**config.mk**
```make
export PLATFORM = sky130hd
export DESIGN_NAME = wrr_router
export DESIGN_NICKNAME = d
export VERILOG_FILES = /design/src/rtl/tl_pkg.sv /design/src/rtl/rr_next_sel.sv /design/src/rtl/wrr_router.sv
export SDC_FILE = /design/constraint.sdc
export NUM_CORES = 1
export LEC_CHECK = 0
export CORE_ASPECT_RATIO = 0.9
export CORE_MARGIN = 3
export CORE_UTILIZATION = 43
export DETAILED_ROUTE_END_ITERATION = 8
export GPL_ROUTABILITY_DRIVEN = 0
export PLACE_DENSITY_LB_ADDON = 0.1
export SKIP_LAST_GASP = 1
export SLEW_MARGIN = 15
export SYNTH_ARGS = -nofsm -noshare
export SYNTH_HDL_FRONTEND = slang
export SYNTH_SLANG_ARGS = --single-unit
```
**constraint.sdc**
```tcl
create_clock -name clk -period 3.9 [get_ports clk]
set_input_delay 0.78 -clock clk [delete_from_list [all_inputs] [get_ports clk]]
set_output_delay 0.78 -clock clk [all_outputs]
set_load 0.01 [all_outputs]
```
**src/rtl/tl_pkg.sv**
```systemverilog
// Shared transaction-layer definitions: default destination field position,
// destination/index width helper and the arbitration mode encodings.
package tl_pkg;

    localparam int DEST_LSB_DEF = 8;

    localparam logic MODE_WRR  = 1'b0;
    localparam logic MODE_PRIO = 1'b1;

    // Width of a channel index / destination field for n channels.
    function automatic int dest_w(input int n);
        return (n > 1) ? $clog2(n) : 1;
    endfunction

endpackage

```
**src/rtl/rr_next_sel.sv**
```systemverilog
// Circular next-eligible search: first set bit of req_i at or after start_i,
// wrapping N-1 -> 0. Ports: req_i (eligible mask), start_i, idx_o, found_o.
module rr_next_sel
    import tl_pkg::*;
#(
    parameter int  N  = 4,
    localparam int IW = dest_w(N)
) (
    input  logic [N-1:0]  req_i,
    input  logic [IW-1:0] start_i,
    output logic [IW-1:0] idx_o,
    output logic          found_o
);

    logic [IW-1:0] cand;

    // Walk backwards so the candidate closest to start_i is written last.
    // N is a power of two, so the IW-bit add wraps the index for free.
    always_comb begin
        idx_o   = '0;
        found_o = 1'b0;
        cand    = '0;
        for (int k = N - 1; k >= 0; k--) begin
            cand = start_i + IW'(k);
            if (req_i[cand]) begin
                idx_o   = cand;
                found_o = 1'b1;
            end
        end
    end

endmodule

```
**src/rtl/wrr_router.sv**
```systemverilog
// Weighted-round-robin / strict-priority arbiter popping NUM_CH input FIFOs
// and routing each word to the output FIFO named by its destination field.
// Ports: clk, reset (sync, active-high), active, mode, weights, empty,
// almost_full, data_in (valid the cycle after pop) -> pop, push, data_out,
// grant_idx. All outputs are registered.
module wrr_router
    import tl_pkg::*;
#(
    parameter int  NUM_CH   = 4,
    parameter int  DATA_W   = 12,
    parameter int  DEST_LSB = DEST_LSB_DEF,
    parameter int  WEIGHT_W = 4,
    localparam int IW       = dest_w(NUM_CH)
) (
    input  logic                       clk,
    input  logic                       reset,
    input  logic                       active,
    input  logic                       mode,
    input  logic [NUM_CH*WEIGHT_W-1:0] weights,
    input  logic [NUM_CH-1:0]          empty,
    input  logic [NUM_CH-1:0]          almost_full,
    input  logic [DATA_W-1:0]          data_in,
    output logic [NUM_CH-1:0]          pop,
    output logic [NUM_CH-1:0]          push,
    output logic [DATA_W-1:0]          data_out,
    output logic [IW-1:0]              grant_idx
);

    logic [IW-1:0]       ptr_q, ptr_d;
    logic [WEIGHT_W-1:0] credit_q, credit_d;
    logic                start_q, start_d;
    logic [NUM_CH-1:0]   pop_q, pop_d;
    logic                inflight_q;
    logic [NUM_CH-1:0]   push_q, push_d;
    logic [DATA_W-1:0]   data_q, data_d;

    logic [NUM_CH-1:0]   wnz;
    logic [NUM_CH-1:0]   wrr_req;
    logic [IW-1:0]       sel_start;
    logic [IW-1:0]       s_idx, p_idx;
    logic                s_found, p_found;
    logic [WEIGHT_W-1:0] w_sel;
    logic                can_pop;
    logic                keep;

    always_comb begin
        for (int i = 0; i < NUM_CH; i++) begin
            wnz[i] = |weights[i*WEIGHT_W +: WEIGHT_W];
        end
    end

    assign wrr_req = ~empty & wnz;

    // start_q marks a pointer whose credit was never loaded (after reset or
    // strict mode): search includes the pointer itself. Otherwise the search
    // begins one past it, so the current channel is considered last.
    assign sel_start = start_q ? ptr_q : ptr_q + IW'(1);

    rr_next_sel #(.N(NUM_CH)) u_wrr_sel (
        .req_i   (wrr_req),
        .start_i (sel_start),
        .idx_o   (s_idx),
        .found_o (s_found)
    );

    rr_next_sel #(.N(NUM_CH)) u_prio_sel (
        .req_i   (~empty),
        .start_i ('0),
        .idx_o   (p_idx),
        .found_o (p_found)
    );

    assign w_sel   = weights[int'(s_idx)*WEIGHT_W +: WEIGHT_W];
    assign can_pop = active & ~(|almost_full);
    assign keep    = ~start_q & (credit_q != '0)
                   & ~empty[ptr_q] & wnz[ptr_q];

    always_comb begin
        ptr_d    = ptr_q;
        credit_d = credit_q;
        start_d  = start_q;
        pop_d    = '0;
        if (mode == MODE_PRIO) begin
            start_d = 1'b1;
            if (can_pop && p_found) begin
                ptr_d        = p_idx;
                pop_d[p_idx] = 1'b1;
            end
        end else if (can_pop) begin
            if (keep) begin
                credit_d     = credit_q - WEIGHT_W'(1);
                pop_d[ptr_q] = 1'b1;
            end else if (s_found) begin
                // Move, load and pop in the same cycle.
                ptr_d        = s_idx;
                credit_d     = w_sel - WEIGHT_W'(1);
                start_d      = 1'b0;
                pop_d[s_idx] = 1'b1;
            end
        end
    end

    always_comb begin
        push_d = '0;
        data_d = data_q;
        if (inflight_q) begin
            push_d[data_in[DEST_LSB +: IW]] = 1'b1;
            data_d                          = data_in;
        end
    end

    always_ff @(posedge clk) begin
        if (reset) begin
            ptr_q      <= '0;
            credit_q   <= '0;
            start_q    <= 1'b1;
            pop_q      <= '0;
            inflight_q <= 1'b0;
            push_q     <= '0;
            data_q     <= '0;
        end else begin
            ptr_q      <= ptr_d;
            credit_q   <= credit_d;
            start_q    <= start_d;
            pop_q      <= pop_d;
            inflight_q <= |pop_q;
            push_q     <= push_d;
            data_q     <= data_d;
        end
    end

    assign pop       = pop_q;
    assign push      = push_q;
    assign data_out  = data_q;
    assign grant_idx = ptr_q;

endmodule

```
==> results of run 1 <==
[stage by stage]
step                std cells  util (%)  hold slack, ns
global placement          278      64.9           0.460
detailed placement        278      64.9           0.462
global route              282      67.0           0.517
CTS                       282      67.0           0.483
finish                    282      67.0           0.483
floorplan                 177         -           0.486
[kinds of logic after synthesis]
group | Yosys count
xor+xnor | 1
fa+ha+maj | 5
buf+inv | 14
simple gates | 71
flops | 28
compound gates | 33
mux | 25
[final timing paths]
check,startpoint,endpoint
min,data_out[8],data_out[8]
max,weights[0],credit_q[2]
min reg2reg,data_out[8],data_out[8]
max reg2reg,grant_idx[0],credit_q[2]
[critical path: cells and delay by family]
family          cells  cell delay (ns)
simple gates        4             1.28
compound gates      4             0.73
buf+inv             2             0.67
fa+ha+maj           1             0.21
mux                 1             0.09
[registers in the layout (all words and copies together) (netlist names)]
register,flops
credit_q,4
data_out,12
grant_idx,2
inflight_q,1
pop,4
push,4
start_q,1
[cell usage in the layout, fill, tap and decap left out, drive strengths merged, types with 3 or more instances in the layout]
cell type      netlist  final
nor3                 3      3
dfxtp               28     28
a21boi               3      3
nor2                32     32
a22oi                4      4
clkbuf               5      3
and2                 3      3
buf                  3      4
ha                   5      5
mux2i               24     24
o21ai                5      5
nor4                 9      9
nand2                8      8
a211oi               5      5
clkdlybuf4s50        0     61
nand2b               4      4
inv                  6      6
[final cells by class]
class,count,share of cell area [%]
multi-input combinational,135,41.6
sequential,28,24.2
timing repair buffer,65,27.7
clock buffer,3,1.78
tap,44,2.38
inverter,6,0.973
clock inverter,1,1.30
[cell usage after synthesis, types with 2 or more instances]
cell type and instances:
o21ai_0 4, nor2_1 31, mux2i_1 23, nor4_1 7, nand2_1 8, dfxtp_1 28, and2_1 3, nand2b_1 4
a21boi_1 2, a21oi_1 2, a22oi_1 4, buf_2 2, nand3_1 2, ha_1 5, clkbuf_1 5, o21a_1 2
nor3_1 3, a211oi_1 4, nor2b_1 2, inv_1 6, or2_2 2
[power groups by stage]
stage,registers (uW),logic (uW),clock network [uW]
2_1_floorplan,296,55.4,0
3_3_place_gp,296,115,0
3_5_place_dp,296,120,0
4_1_cts,289,120,223
5_1_grt,290,131,237
6_report,289,120,219
[metal layers]
metal | wire length [um] | global-route usage [%]
met3 | 247 | 4.15
met2 | 1910 | 31.1
met4 | 94 | 6.94
met1 | 1750 | 22.4
met5 | 0 | 0
==> impl_metrics.yaml, run 1 <==
synthesis:
  yosys.area_share.simple_pct: 23.3
  synth_seq_area_share_pct: 35.5
  synth_compound_area_share_pct: 15.8
  synth_mux_area_share_pct: 17.4
  synth.distinct_cells: 49
  netlist.area_leader.share_pct: 35.5
  synthArstFlopShare_pct: 0
  syn_inst: 177
  synthXorXnorAreaFrac_pct: 0.555
  ys_warn_count: 0
  synth_nets: 222
  yosysTopAreaCell: "dfxtp_1"
  syn_area_per_cell_um2: 8.92
  synth_top_family_by_area: "simple AND/OR/NAND/NOR gates"
  ys.flop_type: "dfxtp_1"
  synth_area_um2: 1580
  synth_edf_count: 0
  synth.area.top_cells: "dfxtp_1 (35%), mux2i_1 (15%), nor2_1 (7.4%)"
  synth_fa_ha_area_share_pct: 3.96
  yosys_register_bits: 28
worst_setup_path:
  critPathRequiredTime_ns: 4.08
  setup.worst_path.start_class: "input port"
  cp.arrival_ns: 3.76
  reg2reg_slack_ns: 0.60
  cp_max_fo: 8
  worst_setup_path_end_kind: "flip-flop"
  cp_slowest_cell: "nor4_1"
  reg2reg_depth: 13
  slowest_delay_ns: 0.51
  criticalPathCategory: "input port to flip-flop"
  worstPathCellList: "clkdlybuf4s50_1 > nor4_1 > nor2_1 > a21boi_1 > a211oi_2 > buf_4 > mux2i_1 > a22oi_1 > nand2_1 > ha_1 > or4_1 > o311ai_1"
cells_and_area:
  num-fill-cells: 261
  design_area_um2: 2310
  areaGrowthSynthToFinish_pct: 46.5
  drive_gt1_share_pct: 7.56
  diodes: 0
  seq_area_um2: 561
  fin_nets: 284
  multiInputGateArea_um2: 963
clock_tree:
  post_cts_resized: 0
  cts_hold_buf: 0
  postCtsSetupRepairBufs: 0
  tritoncts: "done"
  clock_path_buffers: 2
  htreeDepth: 1
  path_clk_slew_ns: 0.09
  clk_latency_ns: 0.27
  clkSinkCount: 28
  cts_root_buf: "clkbuf_8"
  cts_buffers: 3
power:
  p_sw_share_pct: 21.7
  p_leak_uw: 0.000837
  intPower_uw: 492
  p_seq_share_pct: 46.0
  clockPowerShare_pct: 34.9
  cellPowerDensity_nw_per_um2: 272
  power_switching_uw: 137
  peakVddDrop_uv: 125
  total_power_uw: 629
  pwr-share-comb_pct: 19.1
sta:
  rsz0062_at_grt: "no"
  finalClockSkew_ns: 0.00186
  relSlewSlack_pct: 51.9
  min_period_ns: 3.58
  final.setup.worst_slack_ns: 0.316
  hold_viol_final: 0
  final.period_utilization_pct: 91.9
  finalSetupViolations: 0
  tns_ns: 0
  tightest_slew_ns: 0.721
  slew_viol_final: 0
  fmax_mhz: 279
floorplan:
  io_pins: 62
  die_h_um: 63.5
  rows: 20
  die_x_um: 69.9
  die_area_um2: 4440
  initial_core_util_pct: 45.7
  coreArea_um2: 3450
worst_hold_path:
  hold_depth: 2
  hp-class: "flip-flop to flip-flop"
detailed_routing:
  finalWirelength_mm: 4.00
  ant_nets: 0
  drt_first_iter_violations: 50
  vias_per_cell: 5.51
  wire_per_inst_um: 14.2
  num_vias: 1554
  drc: 0
  drt_pass1_iterations: 4
global_route:
  antenna_found_initial: 0
  grt_pass1_vias: 1542
  grt_usage_pct: 18.3
  grt_pass1_wl_mm: 6.76
  overflow: 0
  grt_max_degree: 18
placed_design:
  dpl_cell_area_um2: 2240
  portBuffers: 61
  post-place-ws_ns: 0.118
  dpl.hpwl_mm: 3.28
flow_run:
  maxCapViolCount: 0
status:
  status: "complete, no violations"
Power figures use the tool's default switching activity.
==> inputs of run 2 (changes only) <==
- CAP_MARGIN: not set -> 10
==> results of run 2 <==
No change in the layout: final DEF, timing and power equal those of run 1.
==> inputs of run 3 (changes only) <==
- PLACE_DENSITY_LB_ADDON: 0.1 -> 0.3
==> impl_metrics.yaml, run 3 (synthesized netlist as in run 1, its figures left out) <==
status:
  status: "complete, no violations"
worst_setup_path:
  reg2reg_depth: 13
  reg2reg_slack_ns: 0.76
  path_buf_inv: 1
  cp_slowest_cell: "or4_1"
  slowest_delay_ns: 0.52
  criticalPathCategory: "input port to flip-flop"
  cp.arrival_ns: 3.68
  worst_setup_path_end_kind: "flip-flop"
  critPathRequiredTime_ns: 4.08
  r2r_end: "credit_q[2]"
  cp_max_fo: 10
  path_delay_family: "simple AND/OR/NAND/NOR gates"
  rr_startpoint: "grant_idx[1]"
  worstPathCellList: "clkdlybuf4s50_1 > nor4_1 > nor2_1 > mux4_2 > and2_1 > nand2b_1 > nand2_1 > ha_1 > or4_1 > o311ai_1"
  setup.worst_path.start_class: "input port"
detailed_routing:
  drt_pass1_iterations: 4
  drt_first_iter_violations: 108
  wire_per_inst_um: 13.6
  num_vias: 1476
  vias_per_cell: 5.25
  ant_nets: 0
  finalWirelength_mm: 3.82
  drc: 0
global_route:
  antenna_found_initial: 0
  grt_pass1_vias: 1398
  overflow: 0
  grt_max_degree: 18
  grt_usage_pct: 17.5
  grt_pass1_wl_mm: 6.48
clock_tree:
  clkSinkCount: 28
  cts_root_buf: "clkbuf_8"
  tritoncts: "done"
  cts_hold_buf: 0
  cts_buffers: 3
  post_cts_resized: 0
  htreeDepth: 1
  postCtsSetupRepairBufs: 0
  clock_path_buffers: 2
  path_clk_slew_ns: 0.08
  clk_latency_ns: 0.26
placed_design:
  post-place-ws_ns: 0.154
  portBuffers: 61
  dpl.hpwl_mm: 3.13
power:
  cellPowerDensity_nw_per_um2: 243
  p_sw_share_pct: 23.5
  peakVddDrop_uv: 257
  p_seq_share_pct: 52.2
  clockPowerShare_pct: 26.5
  pwr-share-comb_pct: 21.3
  p_leak_uw: 0.000823
  power_switching_uw: 130
  intPower_uw: 424
cells_and_area:
  multiInputGateArea_um2: 963
  drive_gt1_share_pct: 7.17
  areaGrowthSynthToFinish_pct: 44.6
  mostFrequentLayoutCells: "clkdlybuf4s50_1 (61), nor2_1 (31), dfxtp_1 (28)"
  seq_area_um2: 561
  num-fill-cells: 302
  largest_register_ffs: 12
  diodes: 0
  final_common_cell: "clkdlybuf4s50_1"
  fin_nets: 284
sta:
  fmax_mhz: 286
  slew_viol_final: 0
  tightest_slew_ns: 0.700
  finalClockSkew_ns: 0.000938
  finalSetupViolations: 0
  tns_ns: 0
  final.period_utilization_pct: 89.8
  final.setup.worst_slack_ns: 0.399
  relSlewSlack_pct: 53.3
  rsz0062_at_grt: "no"
  hold_viol_final: 0
  min_period_ns: 3.50
worst_hold_path:
  hp-class: "flip-flop to flip-flop"
  hold_depth: 2
  min-delay-start: "pop[3]"
  holdPathEnd: "inflight_q"
floorplan:
  io_pins: 62
  rows: 20
  die_area_um2: 4440
  coreArea_um2: 3450
  initial_core_util_pct: 45.7
  die_h_um: 63.5
  die_x_um: 69.9
flow_run:
  maxCapViolCount: 0
## run 3: power groups by stage
stage          clock network [uW]  logic (uW)  registers [uW]
6_report                      147         118             289
5_1_grt                       165         129             290
4_1_cts                       154         119             289
3_5_place_dp                    0         118             296
3_3_place_gp                    0         118             296
2_1_floorplan                   0        55.4             296
## run 3: how the worst max path moves through the flow
stage,startpoint,to,slack [ns],cells after the start
2_1_floorplan,weights[8],credit_q[2],0.78,11
3_3_place_gp,weights[0],credit_q[2],0.16,10
3_5_place_dp,weights[0],credit_q[2],0.15,10
4_1_cts,weights[0],credit_q[2],0.42,10
5_1_grt,weights[0],credit_q[2],0.17,12
6_report,weights[0],credit_q[2],0.40,10
## run 3: routing by layer
layer	part of all wire [%]	track usage [%]	up-vias	wire length, um
met1	47	24.0	681	1810
met5	0	0	-	0
met3	4.0	4.15	2	152
li1	-	-	768	-
met4	0.26	1.44	0	10
met2	48	29.0	25	1840
## run 3: cell type report
cell class	instances	share of cell area, %
multi-input combinational	135	42.2
timing repair buffer	65	28.1
tap	44	2.41
sequential	28	24.5
inverter	6	0.986
clock buffer	3	1.81
## run 3: worst register-to-register path: stages, from the launching register on
cell      delay (ns)
dfxtp_1         0.48
inv_1           0.14
ha_1            0.32
mux2i_4         0.26
o21bai_1        0.15
a21boi_1        0.09
a211oi_2        0.18
buf_4           0.22
mux2i_1         0.09
a22oi_1         0.21
nand2_1         0.08
ha_1            0.21
or4_1           0.52
o311ai_1        0.09
## run 3: through the flow
stage | std cells | hold slack, ns | utilization [%] | total power [uW] | area [um^2]
after floorplan | 177 | 0.486 | - | 351 | 1580
after global placement | 278 | 0.458 | 64.9 | 414 | 2240
after detailed placement | 278 | 0.464 | 64.9 | 414 | 2240
after CTS | 281 | 0.495 | 66.1 | 562 | 2280
after global routing | 281 | 0.506 | 66.1 | 584 | 2280
final | 281 | 0.485 | 66.1 | 554 | 2280
==> edit (config.mk and constraints of run 1) <==
`NUM_CH`: 4 -> 5.
--- a/src/rtl/wrr_router.sv
+++ b/src/rtl/wrr_router.sv
@@ -7,5 +7,5 @@
     import tl_pkg::*;
 #(
-    parameter int  NUM_CH   = 4,
+    parameter int  NUM_CH   = 5,
     parameter int  DATA_W   = 12,
     parameter int  DEST_LSB = DEST_LSB_DEF,
Ports: changed (6 resized); port bits go from 62 to 71. No check against the original RTL was run, so the function may have changed too.
==> edit against run 1 <==
Sequential cell count is 3 higher. Largest power group unchanged. Setup slack lost 0.14 ns. Sequential share of layout area decreased by 7.2 points. Area after synthesis rose by 48%. Design area grew 58%. Global-route usage is 3.5 points higher. Total power is 29% higher. Routed wire length increased by 74%. Critical endpoint unchanged. First-iteration DRC count grew to 4.2 times the old value. Largest cell class unchanged.
==> edit: results (changes against run 1) <==
The run finished with clean final reports. For the wire length on met1, the log shows 3200 um (+83%). The logs give 11500 um (+70%) for the first-pass GRT wire length and 0.218 (+0.0351) for the overall routing resource usage.

The logs give 0.147 mV (+18%) for the worst-case vdd ir drop and 442 (+56%) for the layout net count. The register-to-register setup slack was 0.23 ns (-0.37 ns); the average via count per standard cell was 5.54 (+0.46%). The slew at the pin closest to its max-slew limit came out at 0.718 ns (-0.00296 ns). The amount of wire on met3 after detailed routing came out at 526 um (+110%). The routed length on met2 is 3130 um (+64%). The run gives 208 (+320%) as the violation count after the first detailed-route iteration. The run gives 3.87 ns (+0.11 ns) as the critical path data arrival time. Counting instances in the post-synthesis netlist gives the leading cell types as 43 x nor2_1, 31 x dfxtp_1, 22 x mux2i_1.

The run gives 0.00152 uW (+82%) as the cell leakage power. The clock buffer count is 6 (+3), and the arithmetic-cell share of the synthesized area counting full adders, half adders and majority gates is 0.0214 (-0.0182). The non-clock inverter count in the final layout was 11 (+5). The maximum net fanout on the critical path works out to 6 (-2). For the fill cell instance count of the final layout, the log shows 391 (+50%).

On the critical path the largest part of the delay comes from compound AO/OA/AOI/OAI gates. Wire length per cell: 15.3 um (+7.7%). The buffer count from post-CTS setup fixing was 1 (+1); the proportion of cell area spent on the clock network was 0.0240 (-0.00681). The number of synthesized register bits is 31 (+11%), and the number of instances resized during post-cts repair is 6 (+6). The fraction of area in multi-input gates came out at 0.448 (+0.0316). The depth of the worst register-to-register path was 20 (+7).

The total clock buffers created by CTS is 5 (+2). The share of cell area taken by muxes after synthesis came out at 0.109 (-0.0658). The tools report the number of distinct standard cells referenced by the synthesized netlist as 70 (+43%). Clock-pin slew on the worst setup and hold paths: 0.06 ns (-0.03 ns). The largest incremental delay on the critical path came out at 0.46 ns (-0.05 ns). The data-path buffer share of cell area in the final layout is 0.323 (+0.0462), and the worst-case clock skew is 0.00459 ns (+0.00273 ns). The met3 track demand over resource came out at 0.0497 (+0.00826). The synthesized net count is 321 (+45%). The multi-input combinational cell count is 213 (+58%), and the sequential portion of the cell area is 0.170 (-0.0718).
[edit: cell count changes in the layout (fill, tap and decap cells not counted), sizes merged, moves of 4 or more]
cell / run 1 / this run
buf: 4 / 60
a31oi: 0 / 4
a22oi: 4 / 0
o21ai: 5 / 14
inv: 6 / 11
a21oi: 2 / 16
xnor2: 0 / 5
clkdlybuf4s50: 61 / 56
nand2: 8 / 13
nor3: 3 / 16
o22ai: 1 / 6
dlymetal6s2s: 0 / 12
nor2: 32 / 43
[edit: worst max-delay path by stage]
stage                              start                       end  slack [ns]  cells after the start
2_1_floorplan  grant_idx[0]$_SDFFE_PP0P_  credit_q[2]$_SDFFE_PP0P_        0.15                     19
3_3_place_gp                  weights[9]  credit_q[2]$_SDFFE_PP0P_       -0.30                     15
3_5_place_dp                 weights[13]  credit_q[2]$_SDFFE_PP0P_       -0.37                     16
4_1_cts                       weights[8]  credit_q[2]$_SDFFE_PP0P_       0.002                     16
5_1_grt                      weights[16]  credit_q[2]$_SDFFE_PP0P_       -0.03                     17
6_report                      weights[2]  credit_q[2]$_SDFFE_PP0P_        0.17                     16
[edit: metrics by stage]
stage / cell area [um2] / hold WS [ns] / std cells / worst slack, ns / setup TNS (ns)
finish: 3650 / 0.485 / 457 / 0.173 / 0
global route: 3650 / 0.524 / 457 / -0.0294 / -0.0511
CTS: 3520 / 0.494 / 456 / 0.00155 / 0
detailed placement: 3420 / 0.483 / 448 / -0.373 / -1.03
global placement: 3420 / 0.459 / 448 / -0.299 / -0.814
floorplan: 2340 / 0.491 / 271 / 0.152 / 0
[edit: where the power goes]
group | total [uW] | switching, uW | internal (uW)
clock network | 256 | 118 | 138
logic | 239 | 109 | 129
registers | 319 | 1.08 | 318
